### src/rtl/cplx_peak_detect_if.sv
// Sample/report bundle between the correlation unit, the peak detector and its consumer.
// The master drives bursts in and receives one report per burst.
interface cplx_peak_detect_if #(
    parameter int DW    = 18,
    parameter int IDX_W = 3,
    parameter int LEN_W = 4
);
    logic              in_valid;
    logic [2*DW-1:0]   in_data;
    logic              out_valid;
    logic [2*DW-1:0]   peak_pow;
    logic [IDX_W-1:0]  peak_idx;
    logic [DW-1:0]     peak_re;
    logic [DW-1:0]     peak_im;
    logic [LEN_W-1:0]  burst_len;
    logic              ovf;

    modport master (
        output in_valid, in_data,
        input  out_valid, peak_pow, peak_idx, peak_re, peak_im, burst_len, ovf
    );

    modport slave (
        input  in_valid, in_data,
        output out_valid, peak_pow, peak_idx, peak_re, peak_im, burst_len, ovf
    );
endinterface

### src/rtl/cplx_peak_detect.sv
// Per-burst peak-power search over complex samples: square, sum, keep the best,
// and report it three edges after the last sample of each burst.
//
// state | meaning
// IDLE  | no burst in progress; next valid sample is idx 0
// BURST | burst in progress; counting samples, invalid input closes it
module cplx_peak_detect #(
    parameter int DW      = 18,
    parameter int MAX_LEN = 8,
    parameter int IDX_W   = 3,
    parameter int LEN_W   = 4
) (
    input logic               clk,
    input logic               rst_n,
    cplx_peak_detect_if.slave io_bus
);
    typedef enum logic {IDLE, BURST} state_t;

    state_t                 r_state;
    logic [LEN_W-1:0]       r_cnt;
    logic                   r_ovf_pend;

    logic                   r_s1_vld;
    logic                   r_s1_end;
    logic signed [DW-1:0]   r_s1_re;
    logic signed [DW-1:0]   r_s1_im;
    logic [2*DW-2:0]        r_s1_sq_re;
    logic [2*DW-2:0]        r_s1_sq_im;
    logic [IDX_W-1:0]       r_s1_idx;
    logic [LEN_W-1:0]       r_s1_len;
    logic                   r_s1_ovf;

    logic                   r_s2_vld;
    logic                   r_s2_end;
    logic [2*DW-1:0]        r_s2_pow;
    logic signed [DW-1:0]   r_s2_re;
    logic signed [DW-1:0]   r_s2_im;
    logic [IDX_W-1:0]       r_s2_idx;
    logic [LEN_W-1:0]       r_s2_len;
    logic                   r_s2_ovf;

    logic [2*DW-1:0]        r_best_pow;
    logic signed [DW-1:0]   r_best_re;
    logic signed [DW-1:0]   r_best_im;
    logic [IDX_W-1:0]       r_best_idx;

    logic                   r_out_valid;
    logic [2*DW-1:0]        r_out_pow;
    logic [IDX_W-1:0]       r_out_idx;
    logic [DW-1:0]          r_out_re;
    logic [DW-1:0]          r_out_im;
    logic [LEN_W-1:0]       r_out_len;
    logic                   r_out_ovf;

    logic signed [DW-1:0]   w_re;
    logic signed [DW-1:0]   w_im;
    logic signed [2*DW-1:0] w_prod_re;
    logic signed [2*DW-1:0] w_prod_im;
    logic                   w_room;
    logic                   w_take;

    assign w_re      = $signed(io_bus.in_data[2*DW-1:DW]);
    assign w_im      = $signed(io_bus.in_data[DW-1:0]);
    assign w_prod_re = w_re * w_re;
    assign w_prod_im = w_im * w_im;
    // r_cnt returns to 0 whenever a burst closes, so it doubles as the next sample index
    assign w_room    = (r_cnt < LEN_W'(MAX_LEN));
    assign w_take    = io_bus.in_valid && w_room;

    always_ff @(posedge clk) begin
        if (!rst_n) begin
            r_state    <= IDLE;
            r_cnt      <= '0;
            r_ovf_pend <= 1'b0;
            r_s1_vld   <= 1'b0;
            r_s1_end   <= 1'b0;
            r_s1_re    <= '0;
            r_s1_im    <= '0;
            r_s1_sq_re <= '0;
            r_s1_sq_im <= '0;
            r_s1_idx   <= '0;
            r_s1_len   <= '0;
            r_s1_ovf   <= 1'b0;
        end else begin
            r_s1_vld   <= w_take;
            r_s1_end   <= 1'b0;
            r_s1_re    <= w_re;
            r_s1_im    <= w_im;
            r_s1_sq_re <= w_prod_re[2*DW-2:0];
            r_s1_sq_im <= w_prod_im[2*DW-2:0];
            r_s1_idx   <= r_cnt[IDX_W-1:0];
            case (r_state)
                IDLE: begin
                    if (io_bus.in_valid) begin
                        r_state <= BURST;
                        r_cnt   <= LEN_W'(1);
                    end
                end
                BURST: begin
                    if (io_bus.in_valid) begin
                        if (w_room) r_cnt <= r_cnt + LEN_W'(1);
                        else        r_ovf_pend <= 1'b1;
                    end else begin
                        r_state    <= IDLE;
                        r_cnt      <= '0;
                        r_ovf_pend <= 1'b0;
                        r_s1_end   <= 1'b1;
                        r_s1_len   <= r_cnt;
                        r_s1_ovf   <= r_ovf_pend;
                    end
                end
                default: r_state <= IDLE;
            endcase
        end
    end

    always_ff @(posedge clk) begin
        if (!rst_n) begin
            r_s2_vld    <= 1'b0;
            r_s2_end    <= 1'b0;
            r_s2_pow    <= '0;
            r_s2_re     <= '0;
            r_s2_im     <= '0;
            r_s2_idx    <= '0;
            r_s2_len    <= '0;
            r_s2_ovf    <= 1'b0;
            r_best_pow  <= '0;
            r_best_re   <= '0;
            r_best_im   <= '0;
            r_best_idx  <= '0;
            r_out_valid <= 1'b0;
            r_out_pow   <= '0;
            r_out_idx   <= '0;
            r_out_re    <= '0;
            r_out_im    <= '0;
            r_out_len   <= '0;
            r_out_ovf   <= 1'b0;
        end else begin
            r_s2_vld <= r_s1_vld;
            r_s2_end <= r_s1_end;
            r_s2_pow <= {1'b0, r_s1_sq_re} + {1'b0, r_s1_sq_im};
            r_s2_re  <= r_s1_re;
            r_s2_im  <= r_s1_im;
            r_s2_idx <= r_s1_idx;
            r_s2_len <= r_s1_len;
            r_s2_ovf <= r_s1_ovf;

            // strict compare keeps the earliest index on ties
            if (r_s2_vld && ((r_s2_idx == '0) || (r_s2_pow > r_best_pow))) begin
                r_best_pow <= r_s2_pow;
                r_best_re  <= r_s2_re;
                r_best_im  <= r_s2_im;
                r_best_idx <= r_s2_idx;
            end

            // snapshot of best is taken before any following burst's idx-0 load lands
            r_out_valid <= r_s2_end;
            if (r_s2_end) begin
                r_out_pow <= r_best_pow;
                r_out_idx <= r_best_idx;
                r_out_re  <= r_best_re;
                r_out_im  <= r_best_im;
                r_out_len <= r_s2_len;
                r_out_ovf <= r_s2_ovf;
            end
        end
    end

    assign io_bus.out_valid = r_out_valid;
    assign io_bus.peak_pow  = r_out_pow;
    assign io_bus.peak_idx  = r_out_idx;
    assign io_bus.peak_re   = r_out_re;
    assign io_bus.peak_im   = r_out_im;
    assign io_bus.burst_len = r_out_len;
    assign io_bus.ovf       = r_out_ovf;
endmodule
### src/flat_wrapper.sv
// flat-port wrapper written by rule: the top's interface ports become plain ports
module cplx_peak_detect_flat 
#(
    parameter int DW      = 18,
    parameter int MAX_LEN = 8,
    parameter int IDX_W   = 3,
    parameter int LEN_W   = 4
)
  (clk, rst_n, io_bus_in_valid, io_bus_in_data, io_bus_out_valid, io_bus_peak_pow, io_bus_peak_idx, io_bus_peak_re, io_bus_peak_im, io_bus_burst_len, io_bus_ovf);
  cplx_peak_detect_if #(.DW(DW), .IDX_W(IDX_W), .LEN_W(LEN_W)) io_bus_i ();
  input logic clk;
  input logic rst_n;
  input wire logic [$bits(io_bus_i.in_valid)-1:0] io_bus_in_valid;
  input wire logic [$bits(io_bus_i.in_data)-1:0] io_bus_in_data;
  output wire logic [$bits(io_bus_i.out_valid)-1:0] io_bus_out_valid;
  output wire logic [$bits(io_bus_i.peak_pow)-1:0] io_bus_peak_pow;
  output wire logic [$bits(io_bus_i.peak_idx)-1:0] io_bus_peak_idx;
  output wire logic [$bits(io_bus_i.peak_re)-1:0] io_bus_peak_re;
  output wire logic [$bits(io_bus_i.peak_im)-1:0] io_bus_peak_im;
  output wire logic [$bits(io_bus_i.burst_len)-1:0] io_bus_burst_len;
  output wire logic [$bits(io_bus_i.ovf)-1:0] io_bus_ovf;
  assign io_bus_i.in_valid = io_bus_in_valid;
  assign io_bus_i.in_data = io_bus_in_data;
  assign io_bus_out_valid = io_bus_i.out_valid;
  assign io_bus_peak_pow = io_bus_i.peak_pow;
  assign io_bus_peak_idx = io_bus_i.peak_idx;
  assign io_bus_peak_re = io_bus_i.peak_re;
  assign io_bus_peak_im = io_bus_i.peak_im;
  assign io_bus_burst_len = io_bus_i.burst_len;
  assign io_bus_ovf = io_bus_i.ovf;
  cplx_peak_detect #(.DW(DW), .MAX_LEN(MAX_LEN), .IDX_W(IDX_W), .LEN_W(LEN_W)) u_core (.clk(clk), .rst_n(rst_n), .io_bus(io_bus_i));
endmodule
### config.mk
export PLATFORM = sky130hd
export DESIGN_NAME = cplx_peak_detect_flat
export DESIGN_NICKNAME = d
export VERILOG_FILES = /design/src/rtl/cplx_peak_detect_if.sv /design/src/rtl/cplx_peak_detect.sv /design/src/flat_wrapper.sv
export SDC_FILE = /design/constraint.sdc
export NUM_CORES = 2
export LEC_CHECK = 0
export ABC_AREA = 1
export CORE_MARGIN = 2
export CORE_UTILIZATION = 64
export DETAILED_ROUTE_END_ITERATION = 10
export GPL_TIMING_DRIVEN = 0
export MAX_ROUTING_LAYER = met4
export PLACE_DENSITY = 0.87
export SLEW_MARGIN = 10
export SYNTH_ARGS = -nofsm -noshare
export SYNTH_HDL_FRONTEND = slang
export SYNTH_SLANG_ARGS = --single-unit
### constraint.sdc
create_clock -name clk -period 7.71 [get_ports clk]
set_input_delay 0.771 -clock clk [delete_from_list [all_inputs] [get_ports clk]]
set_output_delay 0.771 -clock clk [all_outputs]
set_load 0.02 [all_outputs]
---- Word level (Yosys, flattened, before mapping) ----
Cells that the tools add are included.
W data, S select, Z words.
cells by class
  $add $sub $neg .......................... 2
  $mul .................................... 2
  order comparisons ....................... 2
  equality and inequality tests ........... 3
  muxes and demuxes ....................... 8
  bitwise logic cells ..................... 2
  reduce and logical (&&, ||, !) cells .... 8
operators with widths
  cell                   number
  $mul A18 B18 Y35       2
  $add A35 B35 Y36       1
  $gt A36 B36 Y1         1
  $mux W4                3
  $pmux W4 S2            1
  $reduce_and A2 Y1      4
  $add A4 B1 Y4 const B  1
  $lt A4 B4 Y1 const B   1
  $mux W1                4
  $ne A2 B2 Y1 const B   2
  $logic_not A3 Y1       1
  $ne A3 B3 Y1 const B   1
  $logic_and A1 B1 Y1    2
  $not A1 Y1             2
  $logic_or A1 B1 Y1     1
word-level totals
  bits in registers ....................... 360
  bits of input ports ..................... 39
  output and inout port bits .............. 81
  word-level logic and storage cells ...... 58

---- Longest topological paths before layout ----
  depth after elaboration ................. 4
  mapped depth ............................ 31
  mapped depth without buffers ............ 29

---- Least setup slack after synthesis ----
Ideal clock, no wire load.
  path kind ............................... input to register
  start ................................... input io_bus_in_data[20]
  end ..................................... register u_core.r_s1_sq_re[30]
  setup time .............................. 0.113 ns
  data arrival time ....................... 6.012 ns
  data required time ...................... 7.597 ns
  path slack .............................. 1.585 ns
  stages on the path ...................... 30
  path buffers ............................ 2
  cell sequence ........................... clkbuf_1 buf_1 nand2_1 inv_1 fa_1 inv_1 fa_1 inv_1 ha_1 inv_1 fa_1 inv_1 fa_1 inv_1 fa_1 inv_1 ha_1 nand2_1 nor2_1 inv_1 nor2_1 inv_1 nor2_1 nor2_1 nand2_1 nand2_1 nand3_1 nand2_1 nand2_1 nor2_1
on the way
  word-level cells in the longest chain between the ends .. 1
RTL lines
  element               RTL line                text
  start, declared       flat_wrapper.sv:14      input wire logic [$bits(io_bus_i.in_data)-1:0] io_bus_in_data;
  $mul A18 B18 Y35      cplx_peak_detect.sv:64  assign w_prod_re = w_re * w_re;
  end signal, assigned  cplx_peak_detect.sv:89  r_s1_sq_re <= w_prod_re[2*DW-2:0];
  end, declared         cplx_peak_detect.sv:27  logic [2*DW-2:0] r_s1_sq_re;
Every way passes these cells.
A chain may end at the register's enable or synchronous reset.

---- Final worst setup path ----
  start ................................... input io_bus_in_data[3]
  end ..................................... register u_core.r_s1_sq_im[22]
on the way
  word-level cells in the longest chain between the ends .. 1
RTL lines
  element               RTL line                text
  $mul A18 B18 Y35      cplx_peak_detect.sv:65  assign w_prod_im = w_im * w_im;
  end signal, assigned  cplx_peak_detect.sv:90  r_s1_sq_im <= w_prod_im[2*DW-2:0];
  end, declared         cplx_peak_detect.sv:28  logic [2*DW-2:0] r_s1_sq_im;
Every way passes these cells.

==> flow_summary.html <==
<table>
<tr><th>Metric</th><th>Value</th></tr>
<tr><th colspan="2">Critical path</th></tr>
<tr><td>Critical path fanouts, max</td><td>10</td></tr>
<tr><td>Worst Path Arrival</td><td>7770 ps</td></tr>
<tr><td>Critical Path Max Stage Delay</td><td>590 ps</td></tr>
<tr><td>Most frequent CP cell</td><td>sky130_fd_sc_hd__fa_1</td></tr>
<tr><td>Number of buffer and inverter stages on the critical path</td><td>8</td></tr>
<tr><td>Kind of end point of the critical path</td><td>flop</td></tr>
<tr><td>Type of the worst setup path</td><td>in2reg</td></tr>
<tr><td>Required time reported for the critical path endpoint</td><td>8120 ps</td></tr>
<tr><td>Critical path's top delay family</td><td>adder cells</td></tr>
<tr><td>Critical Path, Cell by Cell</td><td>clkdlybuf4s50_1, clkbuf_1, clkbuf_1, nand2_1, inv_1, fa_1, fa_1, inv_1, fa_1, fa_1, inv_1, fa_1, inv_1, fa_1, inv_1, ha_1, a21oi_1, o21ai_0, a21oi_1, nand2_1, a21oi_1, o21ai_0, a21oi_1</td></tr>
<tr><td>Startpoint kind of the worst setup timing path</td><td>input port</td></tr>
<tr><td>Crit path max-delay cell type</td><td>sky130_fd_sc_hd__clkbuf_1</td></tr>
<tr><th colspan="2">Clock tree</th></tr>
<tr><td>Clock Latency Late Sink</td><td>530 ps</td></tr>
<tr><td>CTS sink cnt</td><td>356</td></tr>
<tr><td>Clock input transition at the sequential cells of the worst setup and hold paths</td><td>60 ps</td></tr>
<tr><td>Cts bufs inserted</td><td>36</td></tr>
<tr><td>Buffer depth of the longest clock path</td><td>3</td></tr>
<tr><td>Post-CTS Setup Bufs</td><td>0</td></tr>
<tr><td>Number of gates given a new drive strength after cts</td><td>0</td></tr>
<tr><td>Hold-fix buffers at CTS</td><td>0</td></tr>
<tr><td>Root Buffer</td><td>sky130_fd_sc_hd__clkbuf_16</td></tr>
<tr><td>H-tree level count</td><td>2</td></tr>
<tr><td>TritonCTS clock tree</td><td>done</td></tr>
<tr><th colspan="2">Yosys</th></tr>
<tr><td>Synth async-reset ratio</td><td>0%</td></tr>
<tr><td>Synth area leaders</td><td>sky130_fd_sc_hd__fa_1 (32%), sky130_fd_sc_hd__dfxtp_1 (19%), sky130_fd_sc_hd__inv_1 (12%), sky130_fd_sc_hd__ha_1 (9.3%), sky130_fd_sc_hd__nand2_1 (8.0%)</td></tr>
<tr><td>Leading register cell type out of synthesis</td><td>sky130_fd_sc_hd__dfxtp_1</td></tr>
<tr><td>Gate count after technology mapping</td><td>4501</td></tr>
<tr><td>Cell taking the most area after synthesis</td><td>sky130_fd_sc_hd__fa_1</td></tr>
<tr><td>EDFF count, synth</td><td>0</td></tr>
<tr><td>Synthesized flop and latch total</td><td>356</td></tr>
<tr><td>Synth cell types</td><td>53</td></tr>
<tr><td>Yosys top cell area share</td><td>31.5%</td></tr>
<tr><td>Part of the Yosys area used for sequential elements</td><td>19.4%</td></tr>
<tr><td>Syn Nets</td><td>5389</td></tr>
<tr><td>Warnings from Yosys</td><td>0</td></tr>
<tr><td>Mapped cell area</td><td>0.0367 mm²</td></tr>
<tr><td>Post-synthesis area per instance</td><td>8.14 µm²</td></tr>
<tr><th colspan="2">Finish</th></tr>
<tr><td>Post-layout util</td><td>70.6%</td></tr>
<tr><td>Fraction of layout instances using a drive strength above 1</td><td>4.65%</td></tr>
<tr><td>Number of nets in the final layout</td><td>5534</td></tr>
<tr><td>Area growth from synthesis to final layout</td><td>8.77%</td></tr>
<tr><td>Leading cell types in the layout, fill and taps excluded</td><td>sky130_fd_sc_hd__inv_1 (1185), sky130_fd_sc_hd__nand2_1 (781), sky130_fd_sc_hd__fa_1 (577), sky130_fd_sc_hd__dfxtp_1 (356), sky130_fd_sc_hd__nor2_1 (319)</td></tr>
<tr><td>Most frequent standard cell in the layout excluding fill and tap cells</td><td>sky130_fd_sc_hd__inv_1</td></tr>
<tr><td>Fillers</td><td>4288</td></tr>
<tr><td>Area of all placed cells without fillers</td><td>0.0399 mm²</td></tr>
<tr><th colspan="2">Timing</th></tr>
<tr><td>Final worst clock skew</td><td>29.9 ps</td></tr>
<tr><td>Period utilization</td><td>95.4%</td></tr>
<tr><td>Post-layout minimum cycle time</td><td>7360 ps</td></tr>
<tr><td>RSZ-0062 raised after global routing</td><td>false</td></tr>
<tr><td>Achievable frequency</td><td>0.136 GHz</td></tr>
<tr><td>Final hold slack</td><td>405 ps</td></tr>
<tr><td>Max transition margin</td><td>26.5%</td></tr>
<tr><td>Max Slew Vio Count</td><td>0</td></tr>
<tr><td>Setup violators final</td><td>0</td></tr>
<tr><td>Setup tns final</td><td>0 ps</td></tr>
<tr><td>Actual slew at the worst max-slew pin</td><td>1100 ps</td></tr>
<tr><td>Hold Violations, Final</td><td>0</td></tr>
<tr><th colspan="2">Placed design</th></tr>
<tr><td>Routability-driven placement congestion ratio</td><td>0.979</td></tr>
<tr><td>Post-DP Area</td><td>0.0387 mm²</td></tr>
<tr><td>Estimated wirelength of the detail-placed design</td><td>74700 µm</td></tr>
<tr><td>Port Buf Inserts</td><td>107</td></tr>
<tr><th colspan="2">Routing</th></tr>
<tr><td>Number of DRC violations after detailed routing</td><td>0</td></tr>
<tr><td>Number of DRC markers in iteration 0</td><td>1819</td></tr>
<tr><td>Final routed wirelength across all metal layers</td><td>90600 µm</td></tr>
<tr><td>Drt first pass iters</td><td>6</td></tr>
<tr><td>Number of vias per cell after detailed routing</td><td>5.40</td></tr>
<tr><td>Average routed wire per standard cell</td><td>16.7 µm</td></tr>
<tr><td>Antenna Nets Post-Route</td><td>0</td></tr>
<tr><td>Total via count in the routed design</td><td>29.3k</td></tr>
<tr><th colspan="2">Global routing</th></tr>
<tr><td>First-pass GRT wire length</td><td>148000 µm</td></tr>
<tr><td>Maximum number of pins on one net before global-route repair</td><td>16</td></tr>
<tr><td>Global-route usage over all layers</td><td>32.4%</td></tr>
<tr><td>Global route total overflow</td><td>0</td></tr>
<tr><td>Number of antenna violations at the first check in global routing</td><td>1</td></tr>
<tr><td>Vias in the first global route</td><td>30.0k</td></tr>
<tr><th colspan="2">Die</th></tr>
<tr><td>Area of the placeable core</td><td>0.0565 mm²</td></tr>
<tr><td>Area enclosed by the die boundary</td><td>0.0592 mm²</td></tr>
<tr><td>Starting utilization of the core area</td><td>64.9%</td></tr>
<tr><td>Total number of placement rows</td><td>87</td></tr>
<tr><td>Die Span Y</td><td>243 µm</td></tr>
<tr><td>Boundary Pins</td><td>120</td></tr>
<tr><td>Die span in x</td><td>243 µm</td></tr>
<tr><th colspan="2">Min path</th></tr>
<tr><td>Class of the most critical hold timing path</td><td>reg2reg</td></tr>
<tr><th colspan="2">Status</th></tr>
<tr><td>Outcome</td><td>completed</td></tr>
<tr><th colspan="2">Run</th></tr>
<tr><td>Max_cap viols</td><td>0</td></tr>
</table>
routing by layer:
layer	track usage, %	vias to the layer above	routed length (µm)
li1	-	13700	-
met1	40.0	14100	34900
met3	5.14	272	7990
met5	-	-	0
met4	13.9	0	4290
met2	53.1	1272	43500
kinds of logic after synthesis:
kind of cell | synth area share [%]
xor gates and xnor gates | 1.08
muxes | 0.0307
DFF | 19.4
buffers and inverters | 14.3
and+or+nand+nor | 15.5
AOI/OAI and AO/OA | 8.84
adders and majority gates | 40.8
worst register-to-register path: stages, from the launching register on:
cell and delay, ps:
sky130_fd_sc_hd__dfxtp_1 340, sky130_fd_sc_hd__inv_1 100, sky130_fd_sc_hd__ha_1 320, sky130_fd_sc_hd__nand2_1 90
sky130_fd_sc_hd__nor2_2 210, sky130_fd_sc_hd__nand3_1 110, sky130_fd_sc_hd__nor3_2 150, sky130_fd_sc_hd__nand3_1 110
sky130_fd_sc_hd__nand3_1 90, sky130_fd_sc_hd__nand2_1 90, sky130_fd_sc_hd__nand2_4 120, sky130_fd_sc_hd__buf_12 200
sky130_fd_sc_hd__buf_12 180, sky130_fd_sc_hd__nand3b_2 80, sky130_fd_sc_hd__nand2_1 240, sky130_fd_sc_hd__nor2_2 40
flip-flops by register name, summed over array words and instances (netlist names), 17 cells and up:
register                flops
u_core.io_bus.peak_pow     36
u_core.r_best_pow          36
u_core.r_s2_pow            36
u_core.r_s1_sq_im          34
u_core.r_s1_sq_re          34
u_core.io_bus.peak_im      18
u_core.io_bus.peak_re      18
u_core.r_best_im           18
u_core.r_best_re           18
u_core.r_s2_im             18
u_core.r_s2_re             18
u_core.r_s1_im             17
u_core.r_s1_re             17
Yosys cell counts (3+ instances only):
cell type and number:
sky130_fd_sc_hd__xor2_1 24, sky130_fd_sc_hd__nor3_1 17, sky130_fd_sc_hd__a31o_2 6, sky130_fd_sc_hd__buf_6 5, sky130_fd_sc_hd__nand2_1 781, sky130_fd_sc_hd__o22ai_1 3, sky130_fd_sc_hd__o21bai_1 15, sky130_fd_sc_hd__a21boi_0 4
sky130_fd_sc_hd__a21oi_2 20, sky130_fd_sc_hd__inv_1 1185, sky130_fd_sc_hd__or2_2 10, sky130_fd_sc_hd__o21ai_0 185, sky130_fd_sc_hd__ha_1 272, sky130_fd_sc_hd__a21boi_1 3, sky130_fd_sc_hd__nand4_1 8, sky130_fd_sc_hd__a31oi_1 12
sky130_fd_sc_hd__dfxtp_1 356, sky130_fd_sc_hd__a21oi_1 278, sky130_fd_sc_hd__nor4_1 8, sky130_fd_sc_hd__nor2_2 42, sky130_fd_sc_hd__xnor2_1 21, sky130_fd_sc_hd__nand3b_2 40, sky130_fd_sc_hd__nor2_1 319, sky130_fd_sc_hd__a21o_1 13
sky130_fd_sc_hd__buf_1 26, sky130_fd_sc_hd__nand3_1 51, sky130_fd_sc_hd__buf_2 15, sky130_fd_sc_hd__fa_1 577, sky130_fd_sc_hd__buf_12 7, sky130_fd_sc_hd__o221ai_1 3, sky130_fd_sc_hd__clkbuf_1 108, sky130_fd_sc_hd__o211ai_1 3
sky130_fd_sc_hd__nor3b_1 3, sky130_fd_sc_hd__nand3b_1 34, sky130_fd_sc_hd__o21a_1 24
cell type report:
cell class | instances | area, µm² | area share [%]
Multi-Input combinational cell | 2796 | 24300 | 60.9
Sequential cell | 356 | 7130 | 17.9
Inverter | 1187 | 4460 | 11.2
Timing Repair Buffer | 107 | 1070 | 2.69
Clock buffer | 47 | 1030 | 2.59
Tap cell | 756 | 946 | 2.37
Buffer | 162 | 791 | 1.98
Clock inverter | 15 | 160 | 0.402
Antenna cell | 1 | 2.50 | 0.00628
worst paths after layout:
check,start,endpoint,slack (ps),cells past startpoint
worst min register to register,u_core.r_s1_re[4],u_core.r_s2_re[4],400,2
worst max-delay path,io_bus_in_data[3],u_core.r_s1_sq_im[22],350,23
worst max register to register,u_core.r_best_pow[27],u_core.r_best_re[16],5130,15
worst min-delay path,u_core.r_s1_re[4],u_core.r_s2_re[4],400,2
stage by stage:
step / setup slack (ps) / cells
6_report: 352 / 5427
4_1_cts: 321 / 5426
2_1_floorplan: 1580 / 4501
3_3_place_gp: -56.3 / 5364
3_5_place_dp: -184 / 5364
5_1_grt: 4.50 / 5427
Power is not shown: default switching activity piles up to over one toggle a cycle in this logic, so the estimate is an artifact.
